File: src/rtl/sprite_bounce_engine.sv
`default_nettype none
// ============================================================================
//  Module      : sprite_bounce_engine
//  Description : Animates NUM_OBJ square sprites bouncing inside the frame,
//                streaming draw/erase pixel writes to a frame buffer.
//                Optional full-screen clear after reset: SPRITE_SCREEN_CLEAR_EN.
//  Revision    : 1.0 - initial release
// ============================================================================
module sprite_bounce_engine #(
    parameter int SCREEN_W    = 160,
    parameter int SCREEN_H    = 120,
    parameter int BOX         = 4,
    parameter int NUM_OBJ     = 2,
    parameter int FRAME_TICKS = 12500000,
    parameter int X_W         = 8,
    parameter int Y_W         = 7
) (
    input  logic                 clk,
    input  logic                 reset,
    input  logic [3*NUM_OBJ-1:0] obj_colour,
    input  logic                 pause,
    output logic [X_W-1:0]       x,
    output logic [Y_W-1:0]       y,
    output logic [2:0]           colour,
    output logic                 plot,
    output logic                 frame_done,
    output logic                 busy
);

    localparam int c_obj_w = (NUM_OBJ > 1) ? $clog2(NUM_OBJ) : 1;
    localparam int c_box_w = $clog2(BOX);
    localparam int c_tmr_w = $clog2(FRAME_TICKS + 1);

    localparam logic [c_obj_w-1:0] c_obj_last = c_obj_w'(NUM_OBJ - 1);
    localparam logic [c_box_w-1:0] c_box_last = c_box_w'(BOX - 1);
    localparam logic [c_tmr_w-1:0] c_tmr_last = c_tmr_w'(FRAME_TICKS - 1);
    localparam logic [X_W-1:0]     c_max_x    = X_W'(SCREEN_W - BOX);
    localparam logic [Y_W-1:0]     c_max_y    = Y_W'(SCREEN_H - BOX);
    localparam logic [X_W-1:0]     c_one_x    = X_W'(1);
    localparam logic [Y_W-1:0]     c_one_y    = Y_W'(1);

    localparam logic [2:0] c_st_init  = 3'd1;
    localparam logic [2:0] c_st_draw  = 3'd2;
    localparam logic [2:0] c_st_wait  = 3'd3;
    localparam logic [2:0] c_st_erase = 3'd4;
    localparam logic [2:0] c_st_move  = 3'd5;
`ifdef SPRITE_SCREEN_CLEAR_EN
    localparam logic [2:0] c_st_clear = 3'd0;
    localparam logic [2:0] c_st_reset = c_st_clear;
`else
    localparam logic [2:0] c_st_reset = c_st_init;
`endif

    logic [2:0]         r_state;
    logic [2:0]         w_next_state;

    logic [c_obj_w-1:0] r_obj;
    logic [c_box_w-1:0] r_col;
    logic [c_box_w-1:0] r_row;
    logic [c_tmr_w-1:0] r_tmr;

    logic [X_W-1:0]     r_pos_x [NUM_OBJ];
    logic [Y_W-1:0]     r_pos_y [NUM_OBJ];
    logic [NUM_OBJ-1:0] r_dir_x;
    logic [NUM_OBJ-1:0] r_dir_y;
    logic [NUM_OBJ-1:0] w_dx_neg;
    logic [NUM_OBJ-1:0] w_dy_neg;

    logic               w_pix_en;
    logic               w_erase;
    logic               w_clr_en;
    logic               w_load;
    logic               w_move;
    logic               w_wait;
    logic               w_box_last;
    logic               w_phase_last;
    logic               w_tmr_done;
    logic               w_clr_last;
    logic [X_W-1:0]     w_cur_x;
    logic [Y_W-1:0]     w_cur_y;
    logic [2:0]         w_cur_colour;

    assign w_box_last   = (r_col == c_box_last) && (r_row == c_box_last);
    assign w_phase_last = w_box_last && (r_obj == c_obj_last);
    assign w_tmr_done   = !pause && (r_tmr == c_tmr_last);

    // ------------------------------------------------------------------
    // FSM: state register / next state / output decode
    // ------------------------------------------------------------------
    always_ff @(posedge clk) begin
        if (reset) begin
            r_state <= c_st_reset;
        end else begin
            r_state <= w_next_state;
        end
    end

    always_comb begin
        w_next_state = r_state;
        case (r_state)
`ifdef SPRITE_SCREEN_CLEAR_EN
            c_st_clear: if (w_clr_last) w_next_state = c_st_init;
`endif
            c_st_init:  w_next_state = c_st_draw;
            c_st_draw:  if (w_phase_last) w_next_state = c_st_wait;
            c_st_wait:  if (w_tmr_done) w_next_state = c_st_erase;
            c_st_erase: if (w_phase_last) w_next_state = c_st_move;
            c_st_move:  w_next_state = c_st_draw;
            default:    w_next_state = c_st_reset;
        endcase
    end

    always_comb begin
        w_pix_en = 1'b0;
        w_erase  = 1'b0;
        w_clr_en = 1'b0;
        w_load   = 1'b0;
        w_move   = 1'b0;
        w_wait   = 1'b0;
        case (r_state)
`ifdef SPRITE_SCREEN_CLEAR_EN
            c_st_clear: w_clr_en = 1'b1;
`endif
            c_st_init:  w_load   = 1'b1;
            c_st_draw:  w_pix_en = 1'b1;
            c_st_wait:  w_wait   = 1'b1;
            c_st_erase: begin
                w_pix_en = 1'b1;
                w_erase  = 1'b1;
            end
            c_st_move:  w_move   = 1'b1;
            default:    w_wait   = 1'b0;
        endcase
    end

    assign busy = !w_wait;

    // ------------------------------------------------------------------
    // Sprite pixel walk (column fastest, sprite 0 first) and frame timer
    // ------------------------------------------------------------------
    always_ff @(posedge clk) begin
        if (reset) begin
            r_obj <= '0;
            r_col <= '0;
            r_row <= '0;
            r_tmr <= '0;
        end else begin
            if (w_pix_en) begin
                if (r_col == c_box_last) begin
                    r_col <= '0;
                    if (r_row == c_box_last) begin
                        r_row <= '0;
                        r_obj <= (r_obj == c_obj_last) ? '0 : r_obj + 1'b1;
                    end else begin
                        r_row <= r_row + 1'b1;
                    end
                end else begin
                    r_col <= r_col + 1'b1;
                end
            end
            if (w_wait && !pause) begin
                r_tmr <= w_tmr_done ? '0 : r_tmr + 1'b1;
            end
        end
    end

`ifdef SPRITE_SCREEN_CLEAR_EN
    localparam logic [X_W-1:0] c_scr_x_last = X_W'(SCREEN_W - 1);
    localparam logic [Y_W-1:0] c_scr_y_last = Y_W'(SCREEN_H - 1);

    logic [X_W-1:0] r_clr_x;
    logic [Y_W-1:0] r_clr_y;

    assign w_clr_last = (r_clr_x == c_scr_x_last) && (r_clr_y == c_scr_y_last);

    always_ff @(posedge clk) begin
        if (reset) begin
            r_clr_x <= '0;
            r_clr_y <= '0;
        end else if (w_clr_en) begin
            if (r_clr_x == c_scr_x_last) begin
                r_clr_x <= '0;
                r_clr_y <= (r_clr_y == c_scr_y_last) ? '0 : r_clr_y + c_one_y;
            end else begin
                r_clr_x <= r_clr_x + c_one_x;
            end
        end
    end
`else
    assign w_clr_last = 1'b0;
`endif

    // ------------------------------------------------------------------
    // Per-sprite motion: bounce off an edge, then step, in one cycle
    // ------------------------------------------------------------------
    always_comb begin
        w_dx_neg = r_dir_x;
        w_dy_neg = r_dir_y;
        for (int i = 0; i < NUM_OBJ; i++) begin
            if (r_pos_x[i] == '0)          w_dx_neg[i] = 1'b0;
            else if (r_pos_x[i] == c_max_x) w_dx_neg[i] = 1'b1;
            if (r_pos_y[i] == '0)          w_dy_neg[i] = 1'b0;
            else if (r_pos_y[i] == c_max_y) w_dy_neg[i] = 1'b1;
        end
    end

    always_ff @(posedge clk) begin
        if (reset || w_load) begin
            for (int i = 0; i < NUM_OBJ; i++) begin
                r_pos_x[i] <= X_W'(i * 2 * BOX);
                r_pos_y[i] <= '0;
                r_dir_x[i] <= ((i % 2) == 1);
                r_dir_y[i] <= 1'b0;
            end
        end else if (w_move) begin
            for (int i = 0; i < NUM_OBJ; i++) begin
                r_dir_x[i] <= w_dx_neg[i];
                r_dir_y[i] <= w_dy_neg[i];
                r_pos_x[i] <= w_dx_neg[i] ? r_pos_x[i] - c_one_x : r_pos_x[i] + c_one_x;
                r_pos_y[i] <= w_dy_neg[i] ? r_pos_y[i] - c_one_y : r_pos_y[i] + c_one_y;
            end
        end
    end

    // ------------------------------------------------------------------
    // Registered pixel port; lags the walk counters by one cycle
    // ------------------------------------------------------------------
    assign w_cur_x      = r_pos_x[r_obj] + X_W'(r_col);
    assign w_cur_y      = r_pos_y[r_obj] + Y_W'(r_row);
    assign w_cur_colour = obj_colour[3*r_obj +: 3];

    always_ff @(posedge clk) begin
        if (reset) begin
            x          <= '0;
            y          <= '0;
            colour     <= '0;
            plot       <= 1'b0;
            frame_done <= 1'b0;
        end else begin
            frame_done <= w_move;
            plot       <= w_pix_en | w_clr_en;
            if (w_pix_en) begin
                x      <= w_cur_x;
                y      <= w_cur_y;
                colour <= w_erase ? 3'd0 : w_cur_colour;
            end
`ifdef SPRITE_SCREEN_CLEAR_EN
            else if (w_clr_en) begin
                x      <= r_clr_x;
                y      <= r_clr_y;
                colour <= 3'd0;
            end
`endif
        end
    end

endmodule
`default_nettype wire
File: config.mk
export PLATFORM = sky130hd
export DESIGN_NAME = sprite_bounce_engine
export DESIGN_NICKNAME = d
export VERILOG_FILES = /design/src/rtl/sprite_bounce_engine.sv
export SDC_FILE = /design/constraint.sdc
export NUM_CORES = 1
export LEC_CHECK = 0
export BUFFER_PORTS_ARGS = -buffer_cell sky130_fd_sc_hd__buf_2
export CAP_MARGIN = 20
export CORE_UTILIZATION = 65
export DETAILED_ROUTE_END_ITERATION = 10
export GPL_TIMING_DRIVEN = 0
export HOLD_SLACK_MARGIN = 0.15
export PLACE_DENSITY = 0.84
export SLEW_MARGIN = 30
export SYNTH_ARGS = -nofsm -noshare
export SYNTH_HDL_FRONTEND = slang
export SYNTH_SLANG_ARGS = --single-unit
File: constraint.sdc
create_clock -name clk -period 5.4 [get_ports clk]
set_input_delay 0.81 -clock clk [delete_from_list [all_inputs] [get_ports clk]]
set_output_delay 0.81 -clock clk [all_outputs]
set_load 0.02 [all_outputs]
==> metrics.md <==
| Metric | Value |
|---|---|
| Outcome | completed |
| Die X | 91.2 um |
| Clk root buf | clkbuf_8 |
| Worst-case clock buffer depth | 2 |
| Fraction of synthesized area in multiplexers | 3.68% |
| Register area share after synthesis | 39.5% |
| Post-synth top area share | 22.1% |
| Cts hold-fix bufs | 0 |
| Tcrit/Tclk final | 67.4% |
| Area Overhead vs Synth | 9.84% |
| Overall Global Routing Usage | 30.7% |
| Net Sw Power | 383 uW |
| Clock-pin slew on the worst setup and hold paths | 0.10 ns |
| H-tree Lvls | 3 |
| Vias in the first global route | 4338 |
| Finished Core Util | 73.6% |
| DRT Wirelength | 12100 um |
| Post-DP HPWL | 8770 um |
| Commonest cells in the netlist | nor2_1 (71), dfxtp_1 (57), nand2_1 (50), a21oi_1 (34), inv_1 (32) |
| Post-DRT Antenna Nets | 0 |
| Highest clock rate | 0.275 GHz |
| DRC Markers | 0 |
| FFs w/ async S/R, synth | 0% |
| TNS Setup | 0 ns |
| Clock share of power | 37.1% |
| Synthesized area | 0.00517 mm^2 |
| End point of the worst hold path | y[4] |
| DIE AREA | 0.00832 mm^2 |
| Mapped Nets | 631 |
| FILL cells | 600 |
| Number of core rows | 32 |
| Crit. End Element | flip-flop |
| Hold Startpoint | y[4] |
| Global-route wire length before repair | 20400 um |
| Critical Path RT | 5.53 ns |
| Complex-gate fraction of the synthesized area | 13.3% |
| Multi-input gate area | 0.00292 mm^2 |
| Leakage | 2.12 nW |
| Worst endpoint data arrival time | 3.77 ns |
| CTS tree | built |
| Adder-cell area share of the yosys netlist | 9.33% |
| GRT overflow | 0 |
| Startpoint types | flip-flop |
| #FFs+latches synth | 87 |
| Largest family of logic cells by synthesized area | simple AND/OR/NAND/NOR gates |
| Starting Density | 67.0% |
| Router iterations before antenna repair | 8 |
| Count leader, synth | nor2_1 |
| Pwr dens | 246 mW/mm^2 |
| Final #Nets | 671 |
| # setup viols final | 0 |
| Top post-synthesis cells by area | dfxtp_1 (22%), edfxtp_1 (17%), ha_1 (7.0%) |
| Die Y | 91.2 um |
| Reg2reg start | r_pos_x[0][0] |
| Io pins | 30 |
| Synth cell types | 55 |
| Post-synth EDFFs | 30 |
| Synth Instances | 587 |
| Critical path class | reg2reg |
| Syn. warnings | 0 |
| Period minus WS final | 3.64 ns |
| Latest clock arrival within the worst-skew pair | 0.38 ns |
| Least-Margin Pin Slew | 0.748 ns |
| Comb power frac | 10.8% |
| Max Cap Viol | 0 |
| Layout Skew | 0.0132 ns |
| Top FF cell, synth | dfxtp_1 |
| # diodes | 0 |
| Worst hold stages | 2 |
| Unrepaired setup endpoints after global routing | false |
| Slew Viols, Final | 0 |
| Resize count post-CTS | 0 |
| Reg2Reg Capture Point | r_pos_x[0][6] |
| Via Count | 4527 |
| Final Hold Vio Count | 0 |
| Iter 0 DRT Violations | 216 |
| Storage element area | 0.00204 mm^2 |
| Via density per instance | 6.17 |
| Reg power frac | 52.2% |
| Switching Share | 27.4% |
| Ratio of cells with drive above 1 in the final layout | 9.49% |
| Clk sinks | 87 |
| Num CTS Buffers | 9 |
| Crit Path Max Fanout | 8 |
| Worst vdd ir | 0.161 mV |
| Reg-to-reg setup timing slack | 1.76 ns |
| Post-CTS setup buffer count | 0 |
| WL/cell | 16.5 um |
| GP Congestion | 0.881 |
| Yosys top cell by area | dfxtp_1 |
| Worst slew margin | 49.9% |
| Post-synthesis simple-gate area fraction | 22.9% |
| Core region area | 0.00773 mm^2 |
| IO buf count | 29 |
| Internal power | 1.02 mW |
| FF-to-FF path depth | 11 |
| Largest net degree at the start of global routing | 32 |
| Syn Area/Cell | 8.82 um^2 |
| HP Class | reg2reg |
| Xor and xnor area share after synthesis | 6.94% |
| Initial antenna violation count | 0 |
-- power by group through the flow --
stage          Sequential, mW  Combinational (mW)  Clock (mW)
2_1_floorplan           0.742               0.103           0
3_3_place_gp            0.743               0.139           0
3_5_place_dp            0.744               0.148           0
4_1_cts                 0.729               0.149       0.516
5_1_grt                 0.734               0.167       0.541
6_report                0.730               0.151       0.519
-- cell usage in the layout, fill, tap and decap left out, drive strengths merged, types with 8 or more instances in the layout --
cell	n
a211oi	13
a21oi	34
buf	38
clkbuf	26
dfxtp	57
edfxtp	30
ha	29
inv	34
mux2i	19
nand2	50
nand3	24
nor2	71
nor3	20
nor3b	10
nor4	12
o21ai	27
or3	8
xnor2	28
xor2	13
-- layer usage --
| layer | routed length [um] | global-route usage, % | vias to the layer above |
|---|---|---|---|
| li1 | - | - | 2175 |
| met1 | 5250 | 39.2 | 2177 |
| met2 | 6000 | 52.3 | 151 |
| met3 | 610 | 3.77 | 24 |
| met4 | 273 | 13.6 | 0 |
| met5 | 0 | 0 | - |
-- critical path, cell delays in order (launching register included) --
cell	delay, ns
edfxtp_1	0.49
or4_1	0.61
nor2_1	0.16
a21oi_1	0.08
o21ai_1	0.52
inv_1	0.15
fa_1	0.46
nor2b_1	0.17
o21ai_0	0.15
a21boi_0	0.36
or3_1	0.17
nand3_1	0.06
-- cell families after synthesis --
kind of cell	count (synthesis)
compound gates	111
xor+xnor	41
fa+ha+maj	35
buf+inv	56
flops	87
mux	19
simple gates	238
-- worst max path at each step --
stage                  startpoint            end  slack (ns)  cells past startpoint
global route        r_pos_x[0][0]  r_pos_x[0][6]        1.54                     11
floorplan           r_pos_x[0][0]  r_pos_x[0][6]        2.37                     11
CTS                 r_pos_x[0][0]  r_pos_x[0][6]        1.89                     11
global placement    r_pos_x[0][0]  r_pos_x[0][6]        1.96                     11
finish              r_pos_x[0][0]  r_pos_x[0][6]        1.76                     11
detailed placement  r_pos_x[0][0]  r_pos_x[0][6]        1.92                     11
-- final cells by class --
type / instances / area share [%]
Inverter: 32 / 2.11
Clock inverter: 5 / 1.08
Timing Repair Buffer: 29 / 2.55
Tap cell: 102 / 2.25
Sequential cell: 87 / 35.9
Clock buffer: 11 / 2.86
Multi-Input combinational cell: 444 / 51.3
Buffer: 24 / 1.92
-- stage by stage --
stage / hold WS, ns / cell area [um^2] / setup slack, ns / total power [mW] / instances
final: 0.458 / 5680 / 1.76 / 1.40 / 734
after global routing: 0.483 / 5680 / 1.54 / 1.44 / 734
after CTS: 0.459 / 5680 / 1.89 / 1.39 / 734
after detailed placement: 0.446 / 5460 / 1.92 / 0.893 / 718
after global placement: 0.440 / 5450 / 1.96 / 0.882 / 718
after floorplan: 0.445 / 5170 / 2.37 / 0.845 / 587
-- flip-flops by register name (all words and copies together) (netlist names), named ones only --
register / flops
r_tmr: 24
r_pos_x: 16
r_pos_y: 14
x: 8
y: 7
colour: 3
r_state: 3
r_col: 2
r_dir_x: 2
r_dir_y: 2
r_row: 2
frame_done: 1
plot: 1
r_obj: 1
No activity file was read; power rests on OpenSTA's default activity.
